**src/rtl/conv_pkg.sv**
```systemverilog
// ---------------------------------------------------------------------------
// conv_pkg
// Shared definitions for the convolve feeder path: the feeder FSM state
// encoding, default image geometry, stride codes and the physical line-buffer
// lookup used by the row map.
// ---------------------------------------------------------------------------
package conv_pkg;

  // Default image geometry
  localparam int IMG_W_DEF = 28;
  localparam int IMG_H_DEF = 28;

  // Stride codes as seen on the stride input
  localparam logic [1:0] STRIDE1 = 2'd1;
  localparam logic [1:0] STRIDE2 = 2'd2;

  // Logical load-row value meaning "all rows of this load have been issued"
  localparam logic [1:0] LOAD_ROW_END = 2'd3;

  typedef enum logic [2:0] {
    ST_IDLE,
    ST_FILL,
    ST_DRAIN,
    ST_READY,
    ST_RELOAD,
    ST_DRAIN_R,
    ST_DONE
  } feeder_state_t;

  // Physical buffer holding logical window row idx, given the rotating
  // pointer ptr (the physical buffer currently holding the top row).
  function automatic logic [1:0] phys_buf(input logic [1:0] ptr,
                                          input logic [1:0] idx);
    logic [2:0] sum;
    sum = {1'b0, ptr} + {1'b0, idx};
    if (sum >= 3'd3) sum = sum - 3'd3;
    return sum[1:0];
  endfunction

endpackage

```
**src/rtl/line_buffer_ram.sv**
```systemverilog
// ---------------------------------------------------------------------------
// line_buffer_ram
// One image row of pixel storage: synchronous write, asynchronous read.
// Ports:
//   clk    in   clock
//   we     in   write enable
//   waddr  in   write column
//   wdata  in   write pixel
//   raddr  in   read column
//   rdata  out  pixel at raddr (combinational)
// ---------------------------------------------------------------------------
module line_buffer_ram #(
  parameter int DEPTH = 28,
  parameter int WIDTH = 8,
  parameter int AW    = $clog2(DEPTH)
) (
  input  logic             clk,
  input  logic             we,
  input  logic [AW-1:0]    waddr,
  input  logic [WIDTH-1:0] wdata,
  input  logic [AW-1:0]    raddr,
  output logic [WIDTH-1:0] rdata
);

  logic [WIDTH-1:0] mem [DEPTH];

  // Storage is not reset; contents only matter once a load has completed.
  always_ff @(posedge clk) begin
    if (we) mem[waddr] <= wdata;
  end

  assign rdata = mem[raddr];

endmodule

```
**src/rtl/conv_line_feeder.sv**
```systemverilog
// ---------------------------------------------------------------------------
// conv_line_feeder
// Source-side feeder for the convolve engine. Loads three image rows from
// source memory into line buffers and presents one 3-row column per cycle,
// advancing on shift_buffer and sliding the window down by the stride on
// row_next.
// Ports:
//   clk, rst        clock, async active-high reset
//   start           begin frame (IDLE only); latches stride and src_base_addr
//   stride          2 = stride 2, anything else = stride 1
//   src_base_addr   frame base address in source memory
//   shift_buffer    advance one column (READY only)
//   row_next        advance window by stride rows (READY only)
//   src_rd_en       source read strobe
//   src_rd_addr     base + row*IMG_W + col
//   src_rd_data     read data, valid one cycle after src_rd_en
//   in_l1/2/3       top/middle/bottom pixel of the current column
//   ready           column data valid
//   done            one-cycle pulse when the frame is exhausted
//   col_err         sticky: shift requested at the last column
// ---------------------------------------------------------------------------
module conv_line_feeder
  import conv_pkg::*;
#(
  parameter int BIT_DEPTH = 8,
  parameter int IMG_W     = IMG_W_DEF,
  parameter int IMG_H     = IMG_H_DEF,
  parameter int ADDR_W    = 10
) (
  input  logic                 clk,
  input  logic                 rst,
  input  logic                 start,
  input  logic [1:0]           stride,
  input  logic [ADDR_W-1:0]    src_base_addr,
  input  logic                 shift_buffer,
  input  logic                 row_next,
  output logic                 src_rd_en,
  output logic [ADDR_W-1:0]    src_rd_addr,
  input  logic [BIT_DEPTH-1:0] src_rd_data,
  output logic [BIT_DEPTH-1:0] in_l1,
  output logic [BIT_DEPTH-1:0] in_l2,
  output logic [BIT_DEPTH-1:0] in_l3,
  output logic                 ready,
  output logic                 done,
  output logic                 col_err
);

  localparam int COL_W = $clog2(IMG_W);
  localparam int ROW_W = $clog2(IMG_H);

  feeder_state_t     state;
  logic              stride_two;
  logic [ADDR_W-1:0] base_q;
  logic [ROW_W-1:0]  top_row;
  logic [COL_W-1:0]  col;
  logic [1:0]        row_ptr;
  logic [1:0]        load_row;
  logic [COL_W-1:0]  load_col;

  // Buffer/column tags travelling with an issued read
  logic [1:0]        rd_buf;
  logic [COL_W-1:0]  rd_col;
  logic              wr_valid;
  logic [1:0]        wr_buf;
  logic [COL_W-1:0]  wr_col;

  logic [1:0]        step;
  logic [ADDR_W-1:0] src_row;
  logic [ADDR_W-1:0] next_addr;
  logic              frame_end;

  logic [BIT_DEPTH-1:0] buf_q [3];

  assign step      = stride_two ? STRIDE2 : STRIDE1;
  assign src_row   = ADDR_W'(top_row) + ADDR_W'(load_row);
  assign next_addr = base_q + src_row * ADDR_W'(IMG_W) + ADDR_W'(load_col);
  assign frame_end = (int'(top_row) + int'(step) + 2) > (IMG_H - 1);

  // Main controller: frame sequencing, read issue, column/row counters and
  // the row map. A load walks logical rows load_row..2, one column per cycle;
  // load_row reaching LOAD_ROW_END means the last read has been issued.
  always_ff @(posedge clk or posedge rst) begin
    if (rst) begin
      state       <= ST_IDLE;
      stride_two  <= 1'b0;
      base_q      <= '0;
      top_row     <= '0;
      col         <= '0;
      row_ptr     <= '0;
      load_row    <= '0;
      load_col    <= '0;
      rd_buf      <= '0;
      rd_col      <= '0;
      src_rd_en   <= 1'b0;
      src_rd_addr <= '0;
      ready       <= 1'b0;
      done        <= 1'b0;
      col_err     <= 1'b0;
    end else begin
      src_rd_en <= 1'b0;
      done      <= 1'b0;
      case (state)
        ST_IDLE: begin
          if (start) begin
            stride_two <= (stride == STRIDE2);
            base_q     <= src_base_addr;
            top_row    <= '0;
            col        <= '0;
            row_ptr    <= '0;
            load_row   <= '0;
            load_col   <= '0;
            state      <= ST_FILL;
          end
        end
        ST_FILL, ST_RELOAD: begin
          if (load_row != LOAD_ROW_END) begin
            src_rd_en   <= 1'b1;
            src_rd_addr <= next_addr;
            rd_buf      <= phys_buf(row_ptr, load_row);
            rd_col      <= load_col;
            if (load_col == COL_W'(IMG_W - 1)) begin
              load_col <= '0;
              load_row <= load_row + 2'd1;
            end else begin
              load_col <= load_col + 1'b1;
            end
          end else begin
            state <= (state == ST_FILL) ? ST_DRAIN : ST_DRAIN_R;
          end
        end
        ST_DRAIN, ST_DRAIN_R: begin
          state <= ST_READY;
          ready <= 1'b1;
        end
        ST_READY: begin
          if (row_next) begin
            ready <= 1'b0;
            if (frame_end) begin
              done  <= 1'b1;
              state <= ST_DONE;
            end else begin
              // Oldest rows are the first 'step' logical rows; after the
              // rotate they become the last 'step' rows, which get reloaded.
              col      <= '0;
              top_row  <= top_row + ROW_W'(step);
              row_ptr  <= phys_buf(row_ptr, step);
              load_row <= LOAD_ROW_END - step;
              load_col <= '0;
              state    <= ST_RELOAD;
            end
          end else if (shift_buffer) begin
            if (col == COL_W'(IMG_W - 1)) col_err <= 1'b1;
            else                          col     <= col + 1'b1;
          end
        end
        ST_DONE: begin
          state <= ST_IDLE;
        end
        default: begin
          state <= ST_IDLE;
        end
      endcase
    end
  end

  // Write pipeline: memory returns data the cycle after the strobe, so the
  // destination tags are delayed one cycle to line up with src_rd_data.
  always_ff @(posedge clk or posedge rst) begin
    if (rst) begin
      wr_valid <= 1'b0;
      wr_buf   <= '0;
      wr_col   <= '0;
    end else begin
      wr_valid <= src_rd_en;
      wr_buf   <= rd_buf;
      wr_col   <= rd_col;
    end
  end

  for (genvar i = 0; i < 3; i++) begin : g_buf
    line_buffer_ram #(
      .DEPTH (IMG_W),
      .WIDTH (BIT_DEPTH),
      .AW    (COL_W)
    ) u_ram (
      .clk   (clk),
      .we    (wr_valid && (wr_buf == 2'(i))),
      .waddr (wr_col),
      .wdata (src_rd_data),
      .raddr (col),
      .rdata (buf_q[i])
    );
  end

  function automatic logic [BIT_DEPTH-1:0] sel_buf(input logic [1:0] p);
    case (p)
      2'd0:    return buf_q[0];
      2'd1:    return buf_q[1];
      default: return buf_q[2];
    endcase
  endfunction

  // Column output through the row map, forced to zero while not ready.
  always_comb begin
    in_l1 = '0;
    in_l2 = '0;
    in_l3 = '0;
    if (ready) begin
      in_l1 = sel_buf(phys_buf(row_ptr, 2'd0));
      in_l2 = sel_buf(phys_buf(row_ptr, 2'd1));
      in_l3 = sel_buf(phys_buf(row_ptr, 2'd2));
    end
  end

endmodule

```
**config.mk**
```make
export PLATFORM = sky130hd
export DESIGN_NAME = conv_line_feeder
export DESIGN_NICKNAME = d
export VERILOG_FILES = /design/src/rtl/conv_pkg.sv /design/src/rtl/line_buffer_ram.sv /design/src/rtl/conv_line_feeder.sv
export SDC_FILE = /design/constraint.sdc
export NUM_CORES = 1
export LEC_CHECK = 0
export ABC_AREA = 0
export ABC_CLOCK_PERIOD_IN_PS = 4300
export BUFFER_PORTS_ARGS = -buffer_cell sky130_fd_sc_hd__buf_4
export CORE_ASPECT_RATIO = 0.8
export CORE_MARGIN = 2
export CORE_UTILIZATION = 36
export DETAILED_ROUTE_END_ITERATION = 6
export SYNTH_ARGS = -nofsm -noshare
export SYNTH_HDL_FRONTEND = slang
export SYNTH_HIERARCHICAL = 1
export SYNTH_SLANG_ARGS = --single-unit
```
**constraint.sdc**
```tcl
create_clock -name clk -period 4.3 [get_ports clk]
set_input_delay 0.43 -clock clk [delete_from_list [all_inputs] [get_ports clk]]
set_output_delay 0.43 -clock clk [all_outputs]
set_load 0.01 [all_outputs]
```
==> out/qor.yml <==
status:
  status: "finished, final reports clean"
clocking:
  htree_num_levels: 3
  tritoncts: "yes"
  root_buffer: "clkbuf_16"
  clock-sinks: 734
  cts_buffer_depth: 3
  clock_latency_ns: 0.65
  cts_buffers: 72
  post-cts-setup-buffer-count: 0
  path_clk_slew_ns: 0.06
cells_and_area:
  regArea_um2: 21700
  final_util: 0.411
  multi_input_area_um2: 8860
  nFillCells: 7734
  fin_nets: 2093
  drive_above_1_share: 0.147
  area_growth_pct: 12.9
drt:
  num_vias: 17370
  postRouteAntennaNets: 0
  first_pass_iters: 6
  drt_iter0_markers: 1844
  viasPerCell: 5.43
  post-route-drc-count: 0
  wire_per_inst_um: 23.4
  routed_wl_um: 74700
grt:
  grtUsageTotal: 0.167
  grt-ovfl-total: 0
  grt_max_degree: 85
  grt_pass1_wl_um: 111000
  first_global_vias: 17356
  antenna_found_initial: 0
die:
  start_util: 0.364
  die_area_um2: 89500
  die_h_um: 268
  ioPinCount: 63
  core_area_um2: 86000
  row_count: 96
  chipWidth_um: 334
timing:
  setup_viol: 0
  slew_headroom: 0.228
  fin_skew_ns: 0.0305
  fmax_ghz: 0.242
  finalHoldViolCount: 0
  fin_ws_ns: 0.174
  tightestPinTransition_ns: 1.16
  period_needed_ns: 4.13
  finalCritPeriodShare: 0.959
  whs_ns: 0.0217
  final-max-slew-violation-count: 0
logic_synthesis:
  synth_flop_cell: "edfxtp_1"
  synth_edf_count: 672
  syn_area_um2: 31300
  synth_seq_area_share: 0.693
  synth-seq-cells: 734
  syn_nets: 2007
  syn_inst: 1929
  postSynthAreaPerCell_um2: 16.2
  synth.yosys.warnings: 6
  synth_cell_types: 75
  async_flop_share: 0.0845
power_and_ir_drop:
  leakagePower_nw: 11.5
  vdd_drop_max_v: 0.000326
  powerDensity_nw_per_um2: 595
placement:
  pre_cts_ws_ns: 0.0519
  port_buffers: 62
  finalWeightedCongestion: 0.832
  dp_hpwl_um: 47200
critical_path:
  worstSetupEndpointType: "output pin"
  criticalPathCategory: "register to output pin"
  start_kind: "register"
  cp_max_fo: 14
  crit_arrival_ns: 3.70
  critPathRequiredTime_ns: 3.87
min_path:
  hp-class: "input pin to register"
run:
  maxCapViolations: 0
[final timing paths]
| kind | slack (ns) | startpoint | cells past startpoint | end |
|---|---|---|---|---|
| worst max-delay path | 0.17 | col[2] | 10 | in_l2[0] |
| worst min-delay path | 0.02 | src_base_addr[0] | 3 | base_q[0] |
| worst max register to register | 0.21 | top_row[0] | 15 | src_rd_addr[9] |
| worst min register to register | 0.38 | rd_col[4] | 0 | wr_col[4] |
| max in group asynchronous | 3.40 | rst | 3 | col[0] |
| min in group asynchronous | 0.06 | rst | 2 | src_rd_addr[0] |
[worst max-delay path: stages, from the launching register on]
cell and delay (ns):
dfrtp_2 0.62, buf_4 0.27, nor2b_2 0.34, buf_4 0.26
a22oi_1 0.13, nand3_1 0.20, nand4_1 0.43, a22oi_1 0.32
o21ai_0 0.15, and2_1 0.21, buf_4 0.14
[cell usage in the layout (no fill, tap or decap), types with 5 or more instances in the layout]
master,Yosys,layout
or3_1,7,7
ha_1,42,41
bufinv_16,0,6
clkinv_2,0,12
clkinvlp_4,0,5
o211ai_1,7,7
mux2i_1,210,210
nand2_1,125,125
nor2_1,102,100
a31oi_1,7,5
dfrtp_1,62,57
nand3b_1,25,25
edfxtp_1,672,672
a221oi_1,9,6
o21ai_1,13,13
clkinv_1,0,13
nor3_1,8,8
a21oi_1,25,25
nand3_1,67,67
nor2b_1,13,10
clkbuf_16,0,74
clkbuf_1,35,12
a21o_1,20,20
dlygate4sd3_1,0,6
o22ai_1,10,10
a22oi_1,96,96
mux4_2,44,44
mux4_1,28,28
xnor2_1,13,13
and2_1,30,28
nand2b_1,5,5
o21ai_0,41,41
buf_12,5,5
nand4_1,21,21
or3b_2,10,10
buf_4,8,96
inv_1,41,40
fa_1,11,10
[metal layers]
layer  wire (um)  share of wire  GRT usage  up-vias
met5           0              0          0        -
met4        1380          0.019     0.0407        0
met3        5360          0.072     0.0309      101
met2       32700           0.44      0.247      634
met1       35200           0.47      0.253     8892
li1            -              -          -     7743
[sequential cells by signal, summed over array words and instances (netlist names), 2 cells and up]
register,cells
base_q,10
col,5
g_buf.u_ram/mem,672
load_col,5
load_row,2
rd_buf,2
rd_col,5
row_ptr,2
src_rd_addr,10
state,3
top_row,5
wr_buf,2
wr_col,5
[kinds of logic after synthesis]
family	synth area share
compound gates	0.0586
xor+xnor	0.00475
fa+ha+maj	0.0238
buf+inv	0.0262
flops	0.693
mux	0.124
simple gates	0.0694
[cell type report]
cell class	count	area share
inverters	44	0.00467
multi-input cells	1056	0.251
diodes	1	0.0000707
flip-flops and latches	734	0.615
well taps	1127	0.0399
clock buffers	86	0.0536
clock inverters	42	0.0117
repair buffers	107	0.0249
[per-stage QoR]
step / std cells / TNS (ns) / power [mW] / cell area (um2)
after detailed placement: 3062 / 0 / 14.9 / 32900
after global routing: 3196 / -0.00448 / 22.1 / 35400
after global placement: 3062 / 0 / 14.8 / 32900
after floorplan: 1929 / 0 / 13.1 / 31300
final: 3197 / 0 / 21.0 / 35400
after CTS: 3196 / 0 / 21.1 / 35300
[report_power, final]
part / total (mW) / switching [mW] / internal, mW
logic: 6.30 / 3.61 / 2.69
clock network: 6.24 / 2.70 / 3.53
registers: 8.51 / 0.406 / 8.10
total: 21.0 / 6.72 / 14.3
[synth_stat cells (all sizes together) (9+ instances only)]
library cell	number	area share
buf	60	0.017
nand3	68	0.011
a221oi	9	0.0025
dfrtp	62	0.049
nand2	126	0.015
and2	30	0.0060
mux2i	210	0.067
nor3	9	0.0016
nand3b	25	0.0060
nand4	21	0.0042
a21oi	27	0.0046
a21o	21	0.0051
inv	44	0.0053
or3b	12	0.0034
o22ai	12	0.0028
mux4	72	0.055
nor2	103	0.013
ha	42	0.017
xnor2	13	0.0036
nor2b	13	0.0026
clkbuf	35	0.0042
fa	11	0.0070
a22oi	96	0.023
edfxtp	672	0.64
o21ai	54	0.0086
[repair_timing]
| item | in CTS | in global routing |
|---|---|---|
| gates resized for setup | 3 | 14 |
| hold buffers | 6 | 0 |
| pin swaps | 0 | 0 |
| endpoints found under the setup margin | 22 | 25 |
| hold endpoints to repair | 6 | 0 |
No activity file was read; power rests on OpenSTA's default activity.
